### src/rtl/thermometer_ramp_if.sv
// Target-code handshake between a code source and the ramp controller.
// The master offers tgt_code with tgt_valid; the slave answers with tgt_ready.
interface thermometer_ramp_if #(
   parameter int WIDTH = 8
);
   logic             tgt_valid;
   logic             tgt_ready;
   logic [WIDTH-1:0] tgt_code;

   modport master (
      output tgt_valid,
      output tgt_code,
      input  tgt_ready
   );

   modport slave (
      input  tgt_valid,
      input  tgt_code,
      output tgt_ready
   );
endinterface

### src/rtl/thermometer_ramp_ctrl.sv
// Rate-limited ramp sequencer: steps a binary code 1 LSB per STEP_DIV
// cycles toward an accepted target and drives its thermometer expansion.
module thermometer_ramp_ctrl #(
   parameter int WIDTH    = 8,
   parameter int STEP_DIV = 4
) (
   input  logic                  clk,
   input  logic                  rst_n,
   thermometer_ramp_if.slave     tgt,
   input  logic                  hold,
   output logic [WIDTH-1:0]      cur_code,
   output logic [2**WIDTH-1:0]   therm_out,
   output logic                  busy,
   output logic                  done
);
   localparam int THERM_W = 2**WIDTH;
   localparam int DW      = (STEP_DIV > 1) ? $clog2(STEP_DIV) : 1;
   localparam logic [DW-1:0] LAST = DW'(STEP_DIV - 1);

   if (STEP_DIV < 1) begin : g_bad_div
      $error("thermometer_ramp_ctrl: STEP_DIV must be >= 1");
   end

   typedef enum logic [1:0] {
      IDLE,
      RAMP,
      DONE
   } state_e;

   state_e               state_q;
   logic [WIDTH-1:0]     cur_q, cur_d;
   logic [WIDTH-1:0]     tgt_q;
   logic [DW-1:0]        div_q;
   logic [THERM_W-1:0]   therm_q, therm_d;
   logic                 busy_q;
   logic                 done_q;
   logic                 step;

   assign tgt.tgt_ready = rst_n & (state_q == IDLE);
   assign cur_code      = cur_q;
   assign therm_out     = therm_q;
   assign busy          = busy_q;
   assign done          = done_q;

   // A step only happens while the code still differs from the target.
   assign step = (state_q == RAMP) && (cur_q != tgt_q) &&
                 !hold && (div_q == LAST);

   always_comb begin
      cur_d   = cur_q;
      therm_d = '0;
      if (step) begin
         cur_d = (tgt_q > cur_q) ? cur_q + WIDTH'(1) : cur_q - WIDTH'(1);
      end
      for (int i = 0; i < THERM_W; i++) begin
         therm_d[i] = (i < int'(cur_d));
      end
   end

   always_ff @(posedge clk or negedge rst_n) begin
      if (!rst_n) begin
         state_q <= IDLE;
         cur_q   <= '0;
         tgt_q   <= '0;
         div_q   <= '0;
         therm_q <= '0;
         busy_q  <= 1'b0;
         done_q  <= 1'b0;
      end else begin
         done_q  <= 1'b0;
         cur_q   <= cur_d;
         therm_q <= therm_d;
         unique case (state_q)
            IDLE: begin
               if (tgt.tgt_valid) begin
                  tgt_q <= tgt.tgt_code;
                  div_q <= '0;
                  if (tgt.tgt_code == cur_q) begin
                     state_q <= DONE;
                     done_q  <= 1'b1;
                  end else begin
                     state_q <= RAMP;
                     busy_q  <= 1'b1;
                  end
               end
            end
            RAMP: begin
               if (cur_q == tgt_q) begin
                  state_q <= DONE;
                  done_q  <= 1'b1;
                  busy_q  <= 1'b0;
               end else if (!hold) begin
                  div_q <= (div_q == LAST) ? '0 : div_q + DW'(1);
               end
            end
            DONE: begin
               state_q <= IDLE;
            end
            default: begin
               state_q <= IDLE;
            end
         endcase
      end
   end
endmodule

### src/flat_wrapper.sv
// flat-port wrapper written by rule: the top's interface ports become plain ports
module thermometer_ramp_ctrl_flat 
#(
   parameter int WIDTH    = 8,
   parameter int STEP_DIV = 4
)
  (clk, rst_n, hold, cur_code, therm_out, busy, done, tgt_tgt_valid, tgt_tgt_code, tgt_tgt_ready);
  thermometer_ramp_if #(.WIDTH(WIDTH)) tgt_i ();
  input  logic clk;
  input  logic rst_n;
  input  logic hold;
  output logic [WIDTH-1:0] cur_code;
  output logic [2**WIDTH-1:0] therm_out;
  output logic busy;
  output logic done;
  input wire logic [$bits(tgt_i.tgt_valid)-1:0] tgt_tgt_valid;
  input wire logic [$bits(tgt_i.tgt_code)-1:0] tgt_tgt_code;
  output wire logic [$bits(tgt_i.tgt_ready)-1:0] tgt_tgt_ready;
  assign tgt_i.tgt_valid = tgt_tgt_valid;
  assign tgt_i.tgt_code = tgt_tgt_code;
  assign tgt_tgt_ready = tgt_i.tgt_ready;
  thermometer_ramp_ctrl #(.WIDTH(WIDTH), .STEP_DIV(STEP_DIV)) u_core (.clk(clk), .rst_n(rst_n), .tgt(tgt_i), .hold(hold), .cur_code(cur_code), .therm_out(therm_out), .busy(busy), .done(done));
endmodule
### config.mk
export PLATFORM = sky130hd
export DESIGN_NAME = thermometer_ramp_ctrl_flat
export DESIGN_NICKNAME = d
export VERILOG_FILES = /design/src/rtl/thermometer_ramp_if.sv /design/src/rtl/thermometer_ramp_ctrl.sv /design/src/flat_wrapper.sv
export SDC_FILE = /design/constraint.sdc
export NUM_CORES = 1
export LEC_CHECK = 0
export CAP_MARGIN = 20
export CORE_UTILIZATION = 44
export CTS_CLUSTER_DIAMETER = 100
export DETAILED_ROUTE_END_ITERATION = 10
export PLACE_DENSITY = 0.87
export SLEW_MARGIN = 20
export SYNTH_ARGS = -nofsm -noshare
export SYNTH_HDL_FRONTEND = slang
export SYNTH_SLANG_ARGS = --single-unit
### constraint.sdc
create_clock -name clk -period 4.01 [get_ports clk]
set_input_delay 0.401 -clock clk [delete_from_list [all_inputs] [get_ports clk]]
set_output_delay 0.401 -clock clk [all_outputs]
set_load 0.03 [all_outputs]
==> reports/qor.yml, run 1 <==
max_freq_mhz: 252
whs_ps: 378
synth.avg_cell_area_um2: 12.0
crit_arrival_ps: 4360
start_util_pct: 45.1
vias_per_cell: 5.80
rrSetupSlack_ps: 40
die_area_um2: 24700
synth.top_cell.area_share_pct: 65.1
fin_ws_ps: 43.7
drv_cap: 0
synth_xor_area_share_pct: 1.23
ys_ff_latch: 276
clkLatencyLatePin_ps: 530
yosys-top-cells-count: "dfrtp_1, a21oi_1, o21ai_1"
rsz0062_at_grt: "true"
gp_congestion: 0.910
die_h_um: 157
avgRoutedWirePerCell_um: 23.6
ys_warn_count: 0
cts_made_buffers: 27
synth_most_common_cell: "dfrtp_1"
grt_max_degree: 134
cts-htree-levels: 1
rr_startpoint: "u_core.cur_code[1]$_DFF_PN0_"
ys_types: 66
grt_pass1_wl_um: 49900
placedInstanceArea_um2: 14000
postRouteAntennaNets: 0
core-area_um2: 23500
yosysSeqAreaShare_pct: 65.1
synth_edf_count: 0
grt-ovfl-total: 0
path_clk_slew_ps: 70
fin_crit_sh_pct: 98.9
nFillCells: 1672
synthTopCellsByArea: "dfrtp_1, a21oi_1, o211ai_1"
hold_viol: 0
routed_wl_um: 36000
dieWidth_um: 157
clock_path_buffers: 3
report.final.slew_viol_count: 0
synth_top_family_by_area: "compound AO/OA/AOI/OAI gates"
ios: 279
crit_fanout: 7
critPathRequiredTime_ps: 4400
final.setup_skew_ps: 11.7
status: "completed"
clock-sinks: 276
nNetsFinal: 1216
drive_above_1_share_pct: 17.8
synth_compound_area_share_pct: 19.7
slew_headroom_pct: 47.5
synthAdderAreaFrac_pct: 2.07
cts-root-buf: "clkbuf_16"
hpwl_um: 22700
globalRouteTotalUtil_pct: 26.9
r2r_cells: 17
startpoint: "u_core.cur_code[1]$_DFF_PN0_"
drtIter0Drc: 716
synth_async_sr_flop_share_pct: 100
reg2reg_to: "u_core.therm_out[82]$_DFF_PN0_"
setup_violations: 0
insertedDiodeCount: 0
num_vias: 8849
syn_area_um2: 10600
syn2layout_area_growth_pct: 47.4
cts_tree: "yes"
min_period_ps: 3970
portBuffers: 277
grt_pass1_vias: 8414
critPathKind: "reg2reg"
start_kind: "register"
rows: 56
drc: 0
synthSimpleGateAreaFrac_pct: 6.35
preCtsSetupSlack_ps: -30.1
final_cell_area_um2: 15600
firstDrtPassIters: 5
muxShareOfSynthArea_pct: 1.33
end_kind: "register"
hold_path_class: "in2async"
netlist.top_cell.by_area: "dfrtp_1"
finalSetupTns_ps: 0
worst_pin_slew_ps: 787
synth.net_count: 910
synth_cells: 881
synthFlopType: "dfrtp_1"
critPathCapture: "u_core.therm_out[82]$_DFF_PN0_"
antenna_found_initial: 0
## registers in the layout (all words and copies together) (netlist names)
signal / cells
u_core.busy: 1
u_core.cur_code: 7
u_core.div_q: 2
u_core.done: 1
u_core.state_q: 2
u_core.tgt_q: 8
u_core.therm_out: 255
## cell usage in the layout, fill, tap and decap left out, drive strengths merged, types with 2 or more instances in the layout
master,Yosys,layout
a211oi,3,3
a21boi,3,3
a21oi,87,87
a22oi,49,49
a2bb2oi,5,5
a311oi,2,2
a31oi,2,2
and2,6,6
and3,2,2
buf,41,71
bufinv,0,2
clkbuf,39,50
clkdlybuf4s50,0,276
clkinv,0,5
dfrtp,276,276
ha,16,16
inv,19,19
mux2,9,9
mux2i,4,4
nand2,42,42
nand2b,4,4
nand3,21,21
nand4,8,8
nor2,41,42
nor2b,3,3
nor3,6,6
nor4,2,2
o211ai,53,53
o21ai,99,99
o21bai,2,2
o22ai,3,3
o31a,2,2
o31ai,2,2
or2,2,2
or3,2,2
xnor2,5,5
xor2,9,9
## stage by stage
step,instances,utilization [%]
detailed placement,1448,59.4
finish,1526,66.5
floorplan,881,-
global route,1526,66.5
global placement,1448,59.4
CTS,1499,63.3
## timing repair
item	CTS	global route
endpoints found under the hold margin	40	0
resized for setup	2	83
setup endpoints to repair	7	247
buffers inserted	1	16
pin swaps	1	17
gates cloned	0	11
hold buffers	1	0
## cell families after synthesis
family / after synthesis
compound gates: 319
flops: 276
simple gates: 142
buf+inv: 99
fa+ha+maj: 17
xor+xnor: 14
mux: 13
other cells: 1
## worst min path at each step
stage,endpoint,slack [ps]
global route,u_core.therm_out[56]$_DFF_PN0_,400
CTS,u_core.therm_out[120]$_DFF_PN0_,380
floorplan,u_core.busy$_DFFE_PN0P_,110
detailed placement,u_core.therm_out[62]$_DFF_PN0_,330
global placement,u_core.therm_out[56]$_DFF_PN0_,320
finish,u_core.therm_out[251]$_DFF_PN0_,380
## layer usage
metal	wire [µm]	track usage (%)	up-vias
li1	-	-	3753
met1	13800	35.1	4460
met2	17700	43.4	519
met3	2890	5.12	117
met4	1650	12.6	0
met5	0	0	-
## critical path, stage by stage (launching register included)
cell,delay (ps)
dfrtp_2,410
inv_2,80
ha_4,200
nor2b_1,130
o211ai_1,200
a21oi_2,100
o31ai_4,260
buf_6,170
ha_4,220
and2_1,170
a221o_1,380
or3_4,460
a211oi_4,310
buf_4,190
nor2_4,50
buf_4,190
o21ai_2,190
nand3_1,110
## area by class of cell
| cell class | count | area, µm² | share of cell area, % |
|---|---|---|---|
| sequential | 276 | 6910 | 44.2 |
| inverter | 19 | 76.3 | 0.488 |
| multi-input combinational | 507 | 3590 | 23.0 |
| tap | 319 | 399 | 2.55 |
| clock inverter | 7 | 104 | 0.664 |
| timing repair buffer | 356 | 3760 | 24.0 |
| clock buffer | 42 | 802 | 5.13 |
Power of run 1 is left out: the tool's default activity adds up to more than one toggle a clock period on the data nets, which glitch-free logic cannot reach.
==> inputs of run 2 (changes only) <==
--- a/config.mk
+++ b/config.mk
@@ -7,6 +7,7 @@
 export LEC_CHECK = 0
 export CAP_MARGIN = 20
 export CORE_UTILIZATION = 44
+export CTS_BUF_LIST = sky130_fd_sc_hd__clkbuf_16
 export CTS_CLUSTER_DIAMETER = 100
 export DETAILED_ROUTE_END_ITERATION = 10
 export PLACE_DENSITY = 0.87
==> run 2 against run 1 <==
Against the previous run:
- cell count down 0.79%
- fmax rose by 0.76%
- flip-flop and latch count is the same
- critical path type unchanged
==> reports/qor.yml, run 2 (synthesis results as in run 1) <==
status: "completed"  # unchanged
gp_congestion: 0.910  # unchanged
finalSetupTns_ps: 0  # unchanged
hold_path_class: "in2async"  # unchanged
die_h_um: 157  # unchanged
vias_per_cell: 5.70  # was 5.80
insertedDiodeCount: 0  # unchanged
grt_max_degree: 134  # unchanged
drive_above_1_share_pct: 15.6  # was 17.8%
avgRoutedWirePerCell_um: 22.5  # was 23.6 µm
crit_fanout: 17  # was 7
largest_reg_flops: 255  # unchanged
end_kind: "register"  # unchanged
grt-ovfl-total: 0  # unchanged
clock-sinks: 276  # unchanged
min_period_ps: 3940  # was 3970 ps
portBuffers: 277  # unchanged
postRouteAntennaNets: 0  # unchanged
fin_crit_sh_pct: 98.2  # was 98.9%
grt_pass1_vias: 8387  # was 8414
final_common_cell: "clkdlybuf4s50_1"  # unchanged
critPathRequiredTime_ps: 4390  # was 4400 ps
clock_path_buffers: 3  # unchanged
dp.cells: 1448  # unchanged
hold_viol: 0  # unchanged
drv_cap: 0  # unchanged
slew_headroom_pct: 48.1  # was 47.5%
cts-htree-levels: 1  # unchanged
antenna_found_initial: 0  # unchanged
critPathKind: "reg2reg"  # unchanged
rows: 56  # unchanged
core-area_um2: 23500  # unchanged
nFillCells: 1742  # was 1672
fin_cells: 1514  # was 1526
start_util_pct: 45.1  # unchanged
drc: 0  # unchanged
clkLatencyLatePin_ps: 520  # was 530 ps
layout_common_cells: "clkdlybuf4s50_1, dfrtp_1, a21oi_1"  # unchanged
path_clk_slew_ps: 60  # was 70 ps
routed_wl_um: 34100  # was 36000 µm
grt_pass1_wl_um: 49700  # was 49900 µm
rrSetupSlack_ps: 70  # was 40 ps
reg2reg_to: "u_core.therm_out[84]$_DFF_PN0_"  # was u_core.therm_out[82]$_DFF_PN0_
setup_violations: 0  # unchanged
report.final.slew_viol_count: 0  # unchanged
ios: 279  # unchanged
drtIter0Drc: 683  # was 716
crit_arrival_ps: 4320  # was 4360 ps
firstDrtPassIters: 7  # was 5
r2r_cells: 15  # was 17
syn2layout_area_growth_pct: 43.7  # was 47.4%
nNetsFinal: 1204  # was 1216
utilization_pct: 64.8  # was 66.5%
cts_tree: "yes"  # unchanged
hpwl_um: 22700  # unchanged
cts_made_buffers: 27  # unchanged
rsz0062_at_grt: "true"  # unchanged
rr_startpoint: "u_core.cur_code[3]$_DFF_PN0_"  # was u_core.cur_code[1]$_DFF_PN0_
start_kind: "register"  # unchanged
globalRouteTotalUtil_pct: 26.8  # was 26.9%
worst_pin_slew_ps: 778  # was 787 ps
cts-root-buf: "clkbuf_16"  # unchanged
max_freq_mhz: 254  # was 252 MHz
dieWidth_um: 157  # unchanged
die_area_um2: 24700  # unchanged
num_vias: 8630  # was 8849
final.setup_skew_ps: 7.48  # was 11.7 ps
## run 2: repair_timing
item / in CTS / in global routing
gates cloned: 0 / 3
hold buffers: 1 / 0
gates resized for setup: 2 / 63
hold endpoints to repair: 40 / 0
pin swaps: 1 / 14
setup endpoints to repair: 7 / 247
setup buffers: 1 / 12
## run 2: worst max path at each step
stage                               startpoint                         endpoint  slack (ps)  depth (start not counted)
2_1_floorplan  u_core.therm_out[127]$_DFF_PN0_    u_core.therm_out[1]$_DFF_PN0_           9                         17
3_3_place_gp      u_core.cur_code[1]$_DFF_PN0_   u_core.therm_out[21]$_DFF_PN0_         100                         14
3_5_place_dp      u_core.cur_code[1]$_DFF_PN0_  u_core.therm_out[149]$_DFF_PN0_         -30                         15
4_1_cts           u_core.cur_code[1]$_DFF_PN0_    u_core.therm_out[8]$_DFF_PN0_          20                         14
5_1_grt           u_core.cur_code[3]$_DFF_PN0_   u_core.therm_out[84]$_DFF_PN0_         -50                         15
6_report          u_core.cur_code[3]$_DFF_PN0_   u_core.therm_out[84]$_DFF_PN0_          70                         15
## run 2: layer usage
layer / routed length (µm) / vias to the layer above / global-route usage [%]
met2: 16600 / 464 / 42.4
met5: 0 / - / 0
li1: - / 3726 / -
met3: 2550 / 99 / 5.18
met4: 1640 / 0 / 13.9
met1: 13300 / 4341 / 35.2
## run 2: cell type report
class | count | area (µm²) | share of cell area (%)
clock buffer | 27 | 676 | 4.43
clock inverter | 22 | 160 | 1.05
inverter | 19 | 73.8 | 0.484
multi-input combinational | 506 | 3490 | 22.9
sequential | 276 | 6910 | 45.3
tap | 319 | 399 | 2.62
timing repair buffer | 345 | 3530 | 23.2
## run 2: worst max-delay path: stages, from the launching register on
cell      delay (ps)
dfrtp_2          430
inv_1            110
ha_1             330
nand4_1          160
or2_1            300
o31ai_4           70
buf_6            170
ha_4             210
and2_1           160
a221o_1          380
or3_4            450
a211oi_4         320
nor2_4           150
buf_4            180
o21ai_1          230
nand3_1          130
## run 2: through the flow
step / setup WS, ps / cell area [µm²] / hold WS [ps]
CTS: 15.5 / 14800 / 384
finish: 73.7 / 15200 / 376
detailed placement: -30.1 / 14000 / 327
global route: -53.6 / 15200 / 406
global placement: 104 / 14000 / 324
floorplan: 8.66 / 10600 / 105
Power of run 2 is left out for the same reason.
==> variant 1 (flow settings as in run 1) <==
Re-encode `state_e` (3 states) as one-hot, 3 bits wide.
--- a/src/rtl/thermometer_ramp_ctrl.sv
+++ b/src/rtl/thermometer_ramp_ctrl.sv
@@ -23,6 +23,6 @@
 
-   typedef enum logic [1:0] {
-      IDLE,
-      RAMP,
-      DONE
+   typedef enum logic [2:0] {
+      IDLE = 3'b001,
+      RAMP = 3'b010,
+      DONE = 3'b100
    } state_e;
Behaviour: same outputs for any inputs over 10 cycles, from zero or initial values and one cycle with rst_n low; not proved beyond that.
==> variant 1 against run 1 <==
First-iteration DRC count increased by 23%. Hold slack got worse by 2.6 ps. Worst setup slack improved by 170 ps. Sequential cell count increased by 1. Clock skew decreased by 1.8 ps. Wire length decreased by 2.8%. Area after synthesis increased by 2.6%. Sequential share of layout area increased by 0.66 points. Final area decreased by 1.1%.
==> variant 1: results (changes against run 1) <==
Clock network
  • Clock latency on the worst-skew pair: 550 ps (was 530 ps)
  • CTS root buf: clkbuf_16 (unchanged)

Place
  • Placed Cells incl. Taps: 1534 (was 1448)
  • DP HPWL: 23530 um (was 22740 um)
  • Final GP Congestion: 0.9526 (was 0.9100)

Outcome
  • Status: finished clean (unchanged)

GRT
  • Vias in the first global route: 8917 (was 8414)
  • Largest net degree at the start of global routing: 72 (was 134)
  • All-Layer GR Usage: 0.2739 (was 0.2687)
  • First-pass GRT wire length: 53560 um (was 49890 um)

Timing
  • Clock Skew: 9.915 ps (was 11.67 ps)
  • Final hold slack: 375.8 ps (was 378.4 ps)

Worst setup path
  • Slowest CP cell: o2111ai_1 (was or3_4)
  • Worst r2r path cells: 15 (was 17)
  • FF-to-FF End: u_core.therm_out[101] (was u_core.therm_out[82])
  • CP arrival: 4210 ps (was 4360 ps)
  • R2R setup slack: 220 ps (was 40 ps)

Synth
  • Register area share after synthesis: 0.6365 (was 0.6508)
  • Synth cell count leaders: 276 x dfrtp_1, 112 x nand2_1, 107 x nor2_1, 68 x o211ai_1, 46 x a22oi_1 (was 276 x dfrtp_1, 85 x a21oi_1, 57 x o21ai_1, 53 x o211ai_1)
  • Syn Inst Count: 947 (was 881)
  • Synth unique cells: 69 (was 66)
  • Post-Syn Nets: 975 (was 910)

Route
  • First DRT Iteration DRCs: 879 (was 716)
  • # DRC: 0 (unchanged)
  • Router iterations before antenna repair: 6 (was 5)
  • Wire length per cell: 22.02 um (was 23.60 um)
  • Vias/cell: 5.690 (was 5.799)

Cells and area
  • Fin cells: 1589 (was 1526)
  • Layout net count: 1272 (was 1216)
  • Layout cell share with drive strength beyond 1: 0.1281 (was 0.1781)

Power and ir drop
  • Leakage power: approximately 7.1 nW

Worst hold path
  • Worst hold path class: in2async (unchanged)
==> variant 1: cell count changes after synthesis, moves of 15 or more <==
cell      change
nand2_1      +72
nor2_1       +67
o211ai_1     +15
o21ai_0      -24
a21oi_1      -60
o21ai_1      -54
==> variant 1: worst max-delay path by stage <==
stage	from	slack, ps	to	depth (start not counted)
2_1_floorplan	u_core.cur_code[2]	10	u_core.therm_out[176]	16
3_3_place_gp	u_core.cur_code[1]	200	u_core.therm_out[108]	15
3_5_place_dp	u_core.cur_code[1]	170	u_core.therm_out[108]	15
4_1_cts	u_core.cur_code[1]	140	u_core.therm_out[108]	15
5_1_grt	u_core.cur_code[1]	-60	u_core.therm_out[108]	15
6_report	u_core.cur_code[1]	220	u_core.therm_out[101]	15
==> variant 1: kinds of logic (layout without fill, tap and decap cells) <==
logic type                 after synthesis  count (layout)  share of synthesized area
DFF                                    277             277                     0.6365
AOI/OAI and AO/OA                      229             229                     0.1590
buffers and inverters                   99             417                    0.04170
and+or+nand+nor                        298             298                     0.1187
other                                    1               1                  0.0003443
adders and majority gates               16              16                    0.01907
muxes                                    8               8                   0.008157
xor gates and xnor gates                19              19                    0.01654
==> variant 1: per-stage QoR <==
| step | area, um^2 | worst slack [ps] |
|---|---|---|
| after CTS | 15380 | 135.8 |
| final | 15470 | 217.2 |
| after global placement | 14380 | 200.3 |
| after floorplan | 10910 | 10.28 |
| after detailed placement | 14380 | 170.2 |
| after global routing | 15470 | -58.29 |
==> variant 1: repair_timing <==
item                       4_1_cts  5_1_grt
buffers inserted                 0        2
hold endpoints to repair        51        0
setup endpoints to repair        0       91
gates resized for setup          0       11
hold buffers                     1        0
==> variant 1: critical path: cells and delay by family (launching register included) <==
kind,cells,cell delay (ps)
and+or+nand+nor,2,340
DFF,1,400
AOI/OAI and AO/OA,8,1920
adders and majority gates,2,520
buffers and inverters,2,250
xor gates and xnor gates,1,250
==> variant 1: layout make-up <==
cell class | instances | area, um^2
clock buffer | 37 | 805.8
clock inverter | 14 | 185.2
fill | 1781 | 8851
inverter | 15 | 58.81
multi-input combinational | 571 | 3592
sequential | 277 | 6935
tap | 324 | 405.4
timing repair buffer | 351 | 3486
==> variant 1: power groups by stage <==
stage	registers (mW)	logic, mW	clock network (mW)
after global routing	3.10	2.83	2.91
after detailed placement	3.14	2.58	0
after global placement	3.13	2.54	0
after floorplan	3.41	1.25	0
after CTS	3.09	2.59	2.80
final	3.08	2.65	2.76
==> variant 1: per-layer routing <==
layer / part of all wire / vias to the layer above / global-route usage
met4: 0.045 / 0 / 0.1154
met2: 0.48 / 535 / 0.4460
met1: 0.39 / 4442 / 0.3598
met5: 0 / - / 0
li1: - / 3940 / -
met3: 0.085 / 124 / 0.05470
==> variant 2 (flow settings as in run 1) <==
Without the edit above. `STEP_DIV` is set to 4 in 2 places; all go to 2.
--- a/src/rtl/thermometer_ramp_ctrl.sv
+++ b/src/rtl/thermometer_ramp_ctrl.sv
@@ -4,3 +4,3 @@
    parameter int WIDTH    = 8,
-   parameter int STEP_DIV = 4
+   parameter int STEP_DIV = 2
 ) (
--- a/src/flat_wrapper.sv
+++ b/src/flat_wrapper.sv
@@ -4,3 +4,3 @@
    parameter int WIDTH    = 8,
-   parameter int STEP_DIV = 4
+   parameter int STEP_DIV = 2
 )
Behaviour: not the same (Yosys sat finds a counterexample within 4 cycles, from zero or initial values and one cycle with rst_n low).
==> variant 2 against run 1 <==
Global-route usage fell by 0.37 points. Wire length down 7.8%. Largest cell class unchanged. Critical path type unchanged. Hold slack gained 38 ps. Worst setup slack better by 72 ps. Area after synthesis fell by 1.8%. Sequential cell count is 1 lower. Final area shrank 5.6%. Critical path depth down 1. Core utilization down 2.0 points.
Power is not shown: default switching activity piles up to over one toggle a cycle in this logic, so the estimate is an artifact.
==> variant 2: results (changes against run 1) <==
Route
  • Router iterations before antenna repair: 5 (unchanged)
  • Vias/cell: 5.729 (was 5.799)
  • Routed WL: 33180 um (was 36010 um)
  • First DRT Iteration DRCs: 733 (was 716)
  • Via count: 8301 (was 8849)

GRT
  • First-pass GRT wire length: 48760 um (was 49890 um)
  • Vias in the first global route: 7978 (was 8414)
  • All-Layer GR Usage: 0.2650 (was 0.2687)
  • Largest net degree at the start of global routing: 80 (was 134)
  • Grt total ovfl: 0 (unchanged)
  • Initial antenna violation count: 0 (unchanged)

Worst setup path
  • CP arrival: 4260 ps (was 4360 ps)
  • Max FO, Critical Path: 28 (was 7)

Clock network
  • CTS root buf: clkbuf_16 (unchanged)
  • Clock latency on the worst-skew pair: about 520 ps
  • Clock tree buffer depth: 3 (unchanged)
  • Clock Pin Slew Worst Setup and Hold Paths: ~60 ps
  • Htree depth: 1 (unchanged)
  • Total CTS buffers: 26 (was 27)

Place
  • DP HPWL: 22140 um (was 22740 um)
  • Final GP Congestion: 0.9581 (was 0.9100)
  • Post-DP Area: 13720 um^2 (was 13980 um^2)
  • Placed Cells incl. Taps: 1396 (was 1448)
  • Port Buffers: 277 (unchanged)

Timing
  • Pin slew with the least headroom to its limit: 977.3 ps (was 787.0 ps)
  • Clock Skew: 11.85 ps (was 11.67 ps)
  • Final setup viols: 0 (unchanged)

Synth
  • Synth Warn #: 0 (unchanged)
  • Synth unique cells: 59 (was 66)
  • Top cells by area, synth: dfrtp_1 66%, o211ai_1 4.6%, a22oi_1 4.5%, o21ai_0 3.5%, a21oi_1 3.5% (was dfrtp_1 65%, a21oi_1 4.0%, o211ai_1 3.7%, a22oi_1 2.8%, o21ai_1 2.7%)
  • Post-Syn Nets: 874 (was 910)
  • Synthesized area per cell: 12.32 um^2 (was 12.05 um^2)
  • Register area share after synthesis: 0.6601 (was 0.6508)
  • Asr flop ratio synth: 1.000 (unchanged)
  • Synth cell count leaders: 275 x dfrtp_1, 73 x o21ai_0, 72 x a21oi_1, 64 x o211ai_1, 62 x a22oi_1 (was 276 x dfrtp_1, 85 x a21oi_1, 57 x o21ai_1, 53 x o211ai_1)

Cells and area
  • Filler instances: 1699 (was 1672)
  • Layout net count: 1146 (was 1216)
  • Layout cell share with drive strength beyond 1: 0.1285 (was 0.1781)
  • Antenna cells: 0 (unchanged)
  • Number of flip-flops in the largest register: 255 (unchanged)

Outcome
  • Status: finished clean (unchanged)

Worst hold path
  • Worst hold path class: in2async (unchanged)
==> variant 2: cell count changes after synthesis, sizes merged, moves of 3 or more <==
cell     delta
a21oi      -14
a22oi      +13
a2bb2oi     -5
and2        -3
buf         +3
inv         -4
nand2       -9
nand2b      -3
nand3      -14
nand4       -3
o211ai     +12
xnor2       +5
xor2        -6
==> variant 2: logic make-up (layout without fill, tap and decap cells) <==
family | count (synthesis) | count (layout) | synth area share
fa+ha+maj | 16 | 16 | 0.01992
simple gates | 111 | 111 | 0.05581
xor+xnor | 13 | 13 | 0.01092
other cells | 1 | 1 | 0.0003597
mux | 13 | 13 | 0.01464
compound gates | 319 | 319 | 0.1926
buf+inv | 98 | 388 | 0.04561
flops | 275 | 275 | 0.6601
==> variant 2: final timing paths <==
check	to	cells past startpoint	startpoint	slack, ps
hold / removal	u_core.therm_out[239]	2	rst_n	420
max in group asynchronous	u_core.therm_out[199]	3	rst_n	2200
setup reg to reg	u_core.therm_out[2]	16	u_core.cur_code[1]	120
hold reg to reg	u_core.tgt_q[6]	1	u_core.tgt_q[6]	510
setup / recovery	u_core.therm_out[2]	16	u_core.cur_code[1]	120
min in group clk	u_core.tgt_q[0]	3	tgt_tgt_code[0]	510
==> variant 2: metal layers <==
layer | vias to the layer above | GRT usage | share of wire
met3 | 94 | 0.04333 | 0.076
li1 | 3565 | - | -
met4 | 0 | 0.09430 | 0.038
met2 | 443 | 0.4473 | 0.50
met5 | - | 0 | 0
met1 | 4199 | 0.3463 | 0.39
==> variant 2: critical path: stages, from the launching register on <==
cell	delay, ps
dfrtp_2	400
inv_1	70
ha_1	240
nor2b_1	140
o211ai_1	180
a21oi_1	100
a211o_1	290
nand2_4	110
ha_1	280
and2_1	170
a221o_1	350
or3_4	420
a31oi_4	210
nand2_2	100
buf_12	190
nor2_1	310
o21ai_0	160
==> variant 2: stage by stage <==
stage | hold WS [ps] | setup WS, ps | util
6_report | 416.3 | 115.4 | 0.6446
5_1_grt | 461.0 | -4.734 | 0.6446
4_1_cts | 435.8 | 4.977 | 0.6383
3_5_place_dp | 392.0 | -375.0 | 0.5989
3_3_place_gp | 380.1 | -244.5 | 0.5989
2_1_floorplan | 105.4 | 1.617 | -
==> variant 2: layout make-up <==
class | count | area [um^2] | share of cell area
Sequential cell | 275 | 6884 | 0.4660
Timing Repair Buffer | 327 | 3373 | 0.2284
Multi-Input combinational cell | 473 | 3197 | 0.2164
Clock buffer | 37 | 743.2 | 0.05031
Tap cell | 313 | 391.6 | 0.02651
Clock inverter | 9 | 123.9 | 0.008386
Inverter | 15 | 58.81 | 0.003981
==> variant 2: what timing repair did <==
item	4_1_cts	5_1_grt
gates resized for setup	14	24
setup endpoints to repair	70	254
hold buffers	1	0
pin swaps	1	4
endpoints found under the hold margin	63	0
setup buffers	1	3
gates cloned	0	2
